### src/rtl/eqed_pkg.sv
// Shared types and defaults for E-QED signature-capture logic.
// The compaction step is defined once here and used by every MISR-related block.
package eqed_pkg;

   typedef enum logic [1:0] {
      CAP_IDLE,
      CAP_CAPTURE,
      CAP_DONE
   } cap_state_t;

   localparam int                   DEF_WIDTH  = 6;
   localparam logic [DEF_WIDTH-1:0] DEF_POLY   = 6'b110000;
   localparam logic [DEF_WIDTH-1:0] DEF_SEED   = 6'b000001;

   // Widest signature the shared step function supports.
   localparam int MISR_MAX_W = 32;

   // One compaction step on zero-extended operands; callers truncate to their width.
   // Bit 0 takes the tap-mask parity, every other bit takes its lower neighbour.
   function automatic logic [MISR_MAX_W-1:0] misr_step(
      input logic [MISR_MAX_W-1:0] sig,
      input logic [MISR_MAX_W-1:0] d,
      input logic [MISR_MAX_W-1:0] poly
   );
      logic [MISR_MAX_W-1:0] nxt;
      nxt = {sig[MISR_MAX_W-2:0], ^(sig & poly)} ^ d;
      return nxt;
   endfunction

endpackage

### src/rtl/eqed_misr.sv
// Multiple-input signature register: load restores SEED, en compacts one beat of d.
// load wins over en.
module eqed_misr
   import eqed_pkg::*;
#(
   parameter int               WIDTH = DEF_WIDTH,
   parameter logic [WIDTH-1:0] POLY  = WIDTH'(DEF_POLY),
   parameter logic [WIDTH-1:0] SEED  = WIDTH'(DEF_SEED)
) (
   input  logic             clk,
   input  logic             rst,
   input  logic             load,
   input  logic             en,
   input  logic [WIDTH-1:0] d,
   output logic [WIDTH-1:0] sig
);

   logic [WIDTH-1:0] sig_q;
   logic [WIDTH-1:0] sig_d;

   // NOTE: default assigned first so every path drives sig_d and no latch is inferred.
   always_comb begin
      sig_d = sig_q;
      if (load) begin
         sig_d = SEED;
      end else if (en) begin
         sig_d = WIDTH'(misr_step(MISR_MAX_W'(sig_q), MISR_MAX_W'(d), MISR_MAX_W'(POLY)));
      end
   end

   // NOTE: non-blocking assignment keeps register updates order-independent across blocks.
   always_ff @(posedge clk) begin
      if (rst) begin
         sig_q <= SEED;
      end else begin
         sig_q <= sig_d;
      end
   end

   assign sig = sig_q;

endmodule

### src/rtl/eqed_sig_capture.sv
// Windowed MISR capture: compacts WINDOW valid beats of din after start, then flags
// done and holds a registered comparison of the final signature against exp_sig.
module eqed_sig_capture
   import eqed_pkg::*;
#(
   parameter int               WIDTH  = DEF_WIDTH,
   parameter int               DIN_W  = 3,
   parameter logic [WIDTH-1:0] POLY   = WIDTH'(DEF_POLY),
   parameter logic [WIDTH-1:0] SEED   = WIDTH'(DEF_SEED),
   parameter int               WINDOW = 5,
   localparam int              CNT_W  = $clog2(WINDOW + 1)
) (
   input  logic             clk,
   input  logic             rst,
   input  logic             start,
   input  logic             din_valid,
   input  logic [DIN_W-1:0] din,
   input  logic [WIDTH-1:0] exp_sig,
   output logic [WIDTH-1:0] sig,
   output logic [CNT_W-1:0] beat_cnt,
   output logic             busy,
   output logic             done,
   output logic             match
);

   localparam logic [CNT_W-1:0] LAST_BEAT = CNT_W'(WINDOW - 1);

   cap_state_t       state_q, state_d;
   logic [CNT_W-1:0] cnt_q, cnt_d;
   logic             match_q, match_d;

   logic             misr_load;
   logic             misr_en;
   logic [WIDTH-1:0] d_ext;
   logic [WIDTH-1:0] sig_cur;
   logic [WIDTH-1:0] sig_step;

   assign d_ext = WIDTH'(din);

   eqed_misr #(
      .WIDTH (WIDTH),
      .POLY  (POLY),
      .SEED  (SEED)
   ) u_misr (
      .clk  (clk),
      .rst  (rst),
      .load (misr_load),
      .en   (misr_en),
      .d    (d_ext),
      .sig  (sig_cur)
   );

   // Value the MISR takes on this edge if the beat is accepted; compared at window close.
   assign sig_step = WIDTH'(misr_step(MISR_MAX_W'(sig_cur), MISR_MAX_W'(d_ext),
                                      MISR_MAX_W'(POLY)));

   always_comb begin
      state_d   = state_q;
      cnt_d     = cnt_q;
      match_d   = match_q;
      misr_load = 1'b0;
      misr_en   = 1'b0;
      unique case (state_q)
         CAP_IDLE, CAP_DONE: begin
            if (start) begin
               misr_load = 1'b1;
               cnt_d     = '0;
               match_d   = 1'b0;
               state_d   = CAP_CAPTURE;
            end
         end
         CAP_CAPTURE: begin
            // start is ignored here; a coinciding final beat still closes the window.
            if (din_valid) begin
               misr_en = 1'b1;
               cnt_d   = cnt_q + CNT_W'(1);
               if (cnt_q == LAST_BEAT) begin
                  state_d = CAP_DONE;
                  match_d = (sig_step == exp_sig);
               end
            end
         end
         default: begin
            state_d = CAP_IDLE;
            cnt_d   = '0;
            match_d = 1'b0;
         end
      endcase
   end

   always_ff @(posedge clk) begin
      if (rst) begin
         state_q <= CAP_IDLE;
         cnt_q   <= '0;
         match_q <= 1'b0;
      end else begin
         state_q <= state_d;
         cnt_q   <= cnt_d;
         match_q <= match_d;
      end
   end

   assign sig      = sig_cur;
   assign beat_cnt = cnt_q;
   assign busy     = (state_q == CAP_CAPTURE);
   assign done     = (state_q == CAP_DONE);
   assign match    = match_q;

endmodule
### config.mk
export PLATFORM = sky130hd
export DESIGN_NAME = eqed_sig_capture
export DESIGN_NICKNAME = d
export VERILOG_FILES = /design/src/rtl/eqed_pkg.sv /design/src/rtl/eqed_misr.sv /design/src/rtl/eqed_sig_capture.sv
export SDC_FILE = /design/constraint.sdc
export NUM_CORES = 1
export LEC_CHECK = 0
export ABC_AREA = 0
export BUFFER_PORTS_ARGS = -buffer_cell sky130_fd_sc_hd__buf_2
export CORE_ASPECT_RATIO = 1.1
export CORE_MARGIN = 4
export CORE_UTILIZATION = 35
export CTS_CLUSTER_SIZE = 12
export DETAILED_ROUTE_END_ITERATION = 10
export GPL_ROUTABILITY_DRIVEN = 0
export SLEW_MARGIN = 10
export SYNTH_ARGS = -nofsm -noshare
export SYNTH_HDL_FRONTEND = slang
export SYNTH_HIERARCHICAL = 1
export SYNTH_SLANG_ARGS = --single-unit
### constraint.sdc
create_clock -name clk -period 1.8 [get_ports clk]
set_input_delay 0.27 -clock clk [delete_from_list [all_inputs] [get_ports clk]]
set_output_delay 0.27 -clock clk [all_outputs]
set_load 0.05 [all_outputs]
==> Implementation_results.wiki <==
{| class="wikitable"
! Metric !! Value
|-
| Post-route antenna net violation count || 0
|-
| Min-Delay Startpoint || rst
|-
| Estimated wirelength of the detail-placed design || 1.124 mm
|-
| Number of iterations in the first detailed-routing pass || 2
|-
| Crit. End Element || register
|-
| Site Rows || 16
|-
| Cell type contributing the most total cell area after synthesis || sky130_fd_sc_hd__dfxtp_1
|-
| Worst hold-check path type || primary input to register
|-
| Top cells by area, synth || sky130_fd_sc_hd__dfxtp_1, sky130_fd_sc_hd__xnor2_1, sky130_fd_sc_hd__xor2_1
|-
| Detailed Route WL || 1.391 mm
|-
| Antenna violations before repair || 0
|-
| Number of CTS-inserted buffers || 3
|-
| FF/Latch Area || 240.2 um2
|-
| Htree depth || 1
|-
| Fmax || 651.2 MHz
|-
| Total of cells resized after clock tree synthesis || 0
|-
| Wire length per cell || 10.54 um
|-
| Die ar. || 2795 um2
|-
| Avg Vias per Cell || 4.508
|-
| Effective utilization at floorplan || 0.3825
|-
| RR Endpoint || u_misr/sig[0]
|-
| EDFF count, synth || 0
|-
| Post-Place Cells || 128
|-
| Post-CTS setup buffer count || 0
|-
| DRC marker count from the first detailed-route iteration || 4
|-
| Worst-Skew Late Latency || 0.27 ns
|-
| Proportion of power drawn by flip-flops and latches || 0.441
|-
| Endpoints failing setup || 0
|-
| Chip height || 55.05 um
|-
| Share of synthesized registers carrying an async set or reset || 0
|-
| Layout overhead on the synthesized area || 26.11%
|-
| Clk root buf || sky130_fd_sc_hd__clkbuf_4
|-
| Filler cell count || 201
|-
| First-pass GRT wire length || 2.366 mm
|-
| Maximum buffer depth of the clock tree || 2
|-
| Final max-slew violation count || 0
|-
| Total routing usage reported by global routing || 0.1170
|-
| Reg2reg path depth || 5
|-
| Sequential fraction of the synthesis area || 0.3410
|-
| Final critical path time including I/O delays and setup || 1.536 ns
|-
| Area of the placeable core || 1842 um2
|-
| Gate power share || 0.227
|-
| Number of hold buffers added after cts || 0
|-
| Area of the multi-input gates || 446.7 um2
|-
| Category of the critical setup timing path || register to register
|-
| Share of the clock period used by the worst path after layout || 0.8531
|-
| Reg-to-reg critical path startpoint || state_q[0]
|-
| Max-cap check violation count || 0
|-
| Maximum number of pins on one net before global-route repair || 13
|-
| DRC violations left || 0
|-
| Proportion of layout cells with a drive suffix above 1 || 0.2952
|-
| Fin cells || 132
|-
| Die width || 50.78 um
|-
| Internal Dissipation || 459.5 uW
|-
| Sw Ratio || 0.2972
|-
| Clock tree from TritonCTS || yes
|-
| Port bufs || 24
|-
| YS warnings || 6
|-
| Final hold vios || 0
|-
| Worst IR drop on VDD || 0.4346 mV
|-
| Via count of the first global-routing pass || 552
|-
| Number of cells produced by synthesis || 78
|-
| Mean post-synth cell area || 9.031 um2
|-
| LEAKAGE || 0.3871 nW
|-
| Setup repair after global routing missed its margin || no
|-
| Total number of nets in the final design || 121
|-
| Worst Hold Path EP || state_q[1]
|-
| Setup skew after layout || 0.005599 ns
|-
| Count of cell types in the netlist || 30
|-
| Data arrival, critical path || 1.70 ns
|-
| Inserted Diodes || 0
|-
| Hold Path Cell Cnt || 2
|-
| Clock-pin slew of the registers on the worst-case setup and hold paths || 0.08 ns
|-
| Leading register cell type out of synthesis || sky130_fd_sc_hd__dfxtp_1
|-
| Worst setup SP type || register
|-
| Power share of the clock group || 0.332
|-
| Mapped Area || 704.4 um2
|-
| Share of the synthesized area in the top cell type || 0.3410
|-
| Reg-to-reg slack, setup || 0.26 ns
|-
| Data required time of the worst path || 1.96 ns
|-
| Grt ovf || 0
|-
| Total number of vias || 595
|-
| Final sum of negative setup slack || 0 ns
|-
| Power density relative to cell area || 735.9 nW/um2
|-
| Sinks on Clock Net || 12
|-
| Outcome || finished clean
|-
| I/O pins || 25
|-
| Count of state elements after synthesis || 12
|-
| Net Sw Power || 194.3 uW
|-
| Worst Path Max Fanout || 12
|}
registers in the layout (all words and copies together) (netlist names):
name,count
beat_cnt,3
state_q,2
u_misr/sig,6
match,1
layout make-up:
class | count | share of cell area
Timing Repair Buffer | 24 | 0.1352
Inverter | 3 | 0.01268
Clock buffer | 4 | 0.04085
Multi-Input combinational cell | 62 | 0.5028
Sequential cell | 12 | 0.2704
Tap cell | 27 | 0.03803
layout by cell type, fill, tap and decap left out:
cell and instances:
sky130_fd_sc_hd__o31a_1 1, sky130_fd_sc_hd__xnor2_1 11, sky130_fd_sc_hd__or3b_1 1, sky130_fd_sc_hd__xor3_1 1
sky130_fd_sc_hd__or2_2 1, sky130_fd_sc_hd__xor2_1 6, sky130_fd_sc_hd__mux2i_1 1, sky130_fd_sc_hd__a211o_1 2
sky130_fd_sc_hd__dfxtp_1 12, sky130_fd_sc_hd__buf_2 24, sky130_fd_sc_hd__o21ai_1 1, sky130_fd_sc_hd__o21ai_0 2
sky130_fd_sc_hd__nor2_1 11, sky130_fd_sc_hd__nor4_1 1, sky130_fd_sc_hd__and2b_1 2, sky130_fd_sc_hd__nand4b_1 1
sky130_fd_sc_hd__inv_1 3, sky130_fd_sc_hd__conb_1 3, sky130_fd_sc_hd__clkbuf_4 3, sky130_fd_sc_hd__and2_1 1
sky130_fd_sc_hd__nor2b_1 1, sky130_fd_sc_hd__a21oi_1 1, sky130_fd_sc_hd__nand2_1 1, sky130_fd_sc_hd__nand3b_1 1
sky130_fd_sc_hd__nor2_2 1, sky130_fd_sc_hd__clkbuf_8 1, sky130_fd_sc_hd__a211oi_1 6, sky130_fd_sc_hd__or3b_2 1
sky130_fd_sc_hd__ha_1 2, sky130_fd_sc_hd__nand4_1 1, sky130_fd_sc_hd__nand3_1 1
routing by layer:
| layer | part of all wire | vias up | track usage |
|---|---|---|---|
| met1 | 0.47 | 264 | 0.1368 |
| met5 | 0 | - | 0 |
| met2 | 0.44 | 14 | 0.1761 |
| li1 | - | 315 | - |
| met3 | 0.077 | 2 | 0.04558 |
| met4 | 0.012 | 0 | 0.08520 |
power groups by stage:
stage	clock network, mW	registers, mW	logic (mW)
after floorplan	0	0.318	0.0888
after global placement	0	0.294	0.149
after detailed placement	0	0.295	0.150
after CTS	0.220	0.289	0.150
after global routing	0.231	0.291	0.165
final	0.217	0.288	0.148
metrics by stage:
stage | hold slack, ns | cell area (um2) | power [mW] | util | worst slack (ns)
final | 0.2195 | 888.4 | 0.6538 | 0.4823 | 0.2643
after detailed placement | 0.4515 | 852.1 | 0.4442 | 0.4626 | 0.2596
after global placement | 0.4493 | 852.1 | 0.4431 | 0.4626 | 0.2815
after floorplan | 0.3421 | 714.4 | 0.4068 | - | 0.1246
after global routing | 0.2314 | 888.4 | 0.6869 | 0.4823 | 0.06450
after CTS | 0.2116 | 888.4 | 0.6586 | 0.4823 | 0.2427
worst max path at each step:
stage,from,endpoint,slack [ns],depth (start not counted)
3_5_place_dp,state_q[0],u_misr/sig[0],0.26,5
3_3_place_gp,state_q[0],u_misr/sig[0],0.28,5
5_1_grt,state_q[0],u_misr/sig[0],0.06,5
2_1_floorplan,state_q[0],u_misr/sig[4],0.12,7
6_report,state_q[0],u_misr/sig[0],0.26,5
4_1_cts,state_q[0],u_misr/sig[0],0.24,5
kinds of logic (layout without fill, tap and decap cells):
| group | Yosys count | after routing | synth area share |
|---|---|---|---|
| simple gates | 25 | 25 | 0.1901 |
| buf+inv | 6 | 31 | 0.03907 |
| other cells | 1 | 3 | 0.005323 |
| flops | 12 | 12 | 0.3410 |
| fa+ha+maj | 2 | 2 | 0.03552 |
| mux | 1 | 1 | 0.01421 |
| xor+xnor | 18 | 18 | 0.2451 |
| compound gates | 13 | 13 | 0.1297 |
worst max-delay path, cell delays in order (launching register included):
cell and delay (ns):
sky130_fd_sc_hd__dfxtp_1 0.46, sky130_fd_sc_hd__inv_1 0.10, sky130_fd_sc_hd__nor2_2 0.12, sky130_fd_sc_hd__and2_1 0.38, sky130_fd_sc_hd__nor2b_1 0.09, sky130_fd_sc_hd__a211o_1 0.27
synthesized netlist by cell type, drive strengths merged, types with 2 or more instances:
cell type  instances
a211o              2
a211oi             6
and2b              2
buf                2
dfxtp             12
ha                 2
inv                3
nor2              12
o21ai              3
or3b               2
xnor2             11
xor2               6
Note: power is estimated with default switching activity, not from simulation.
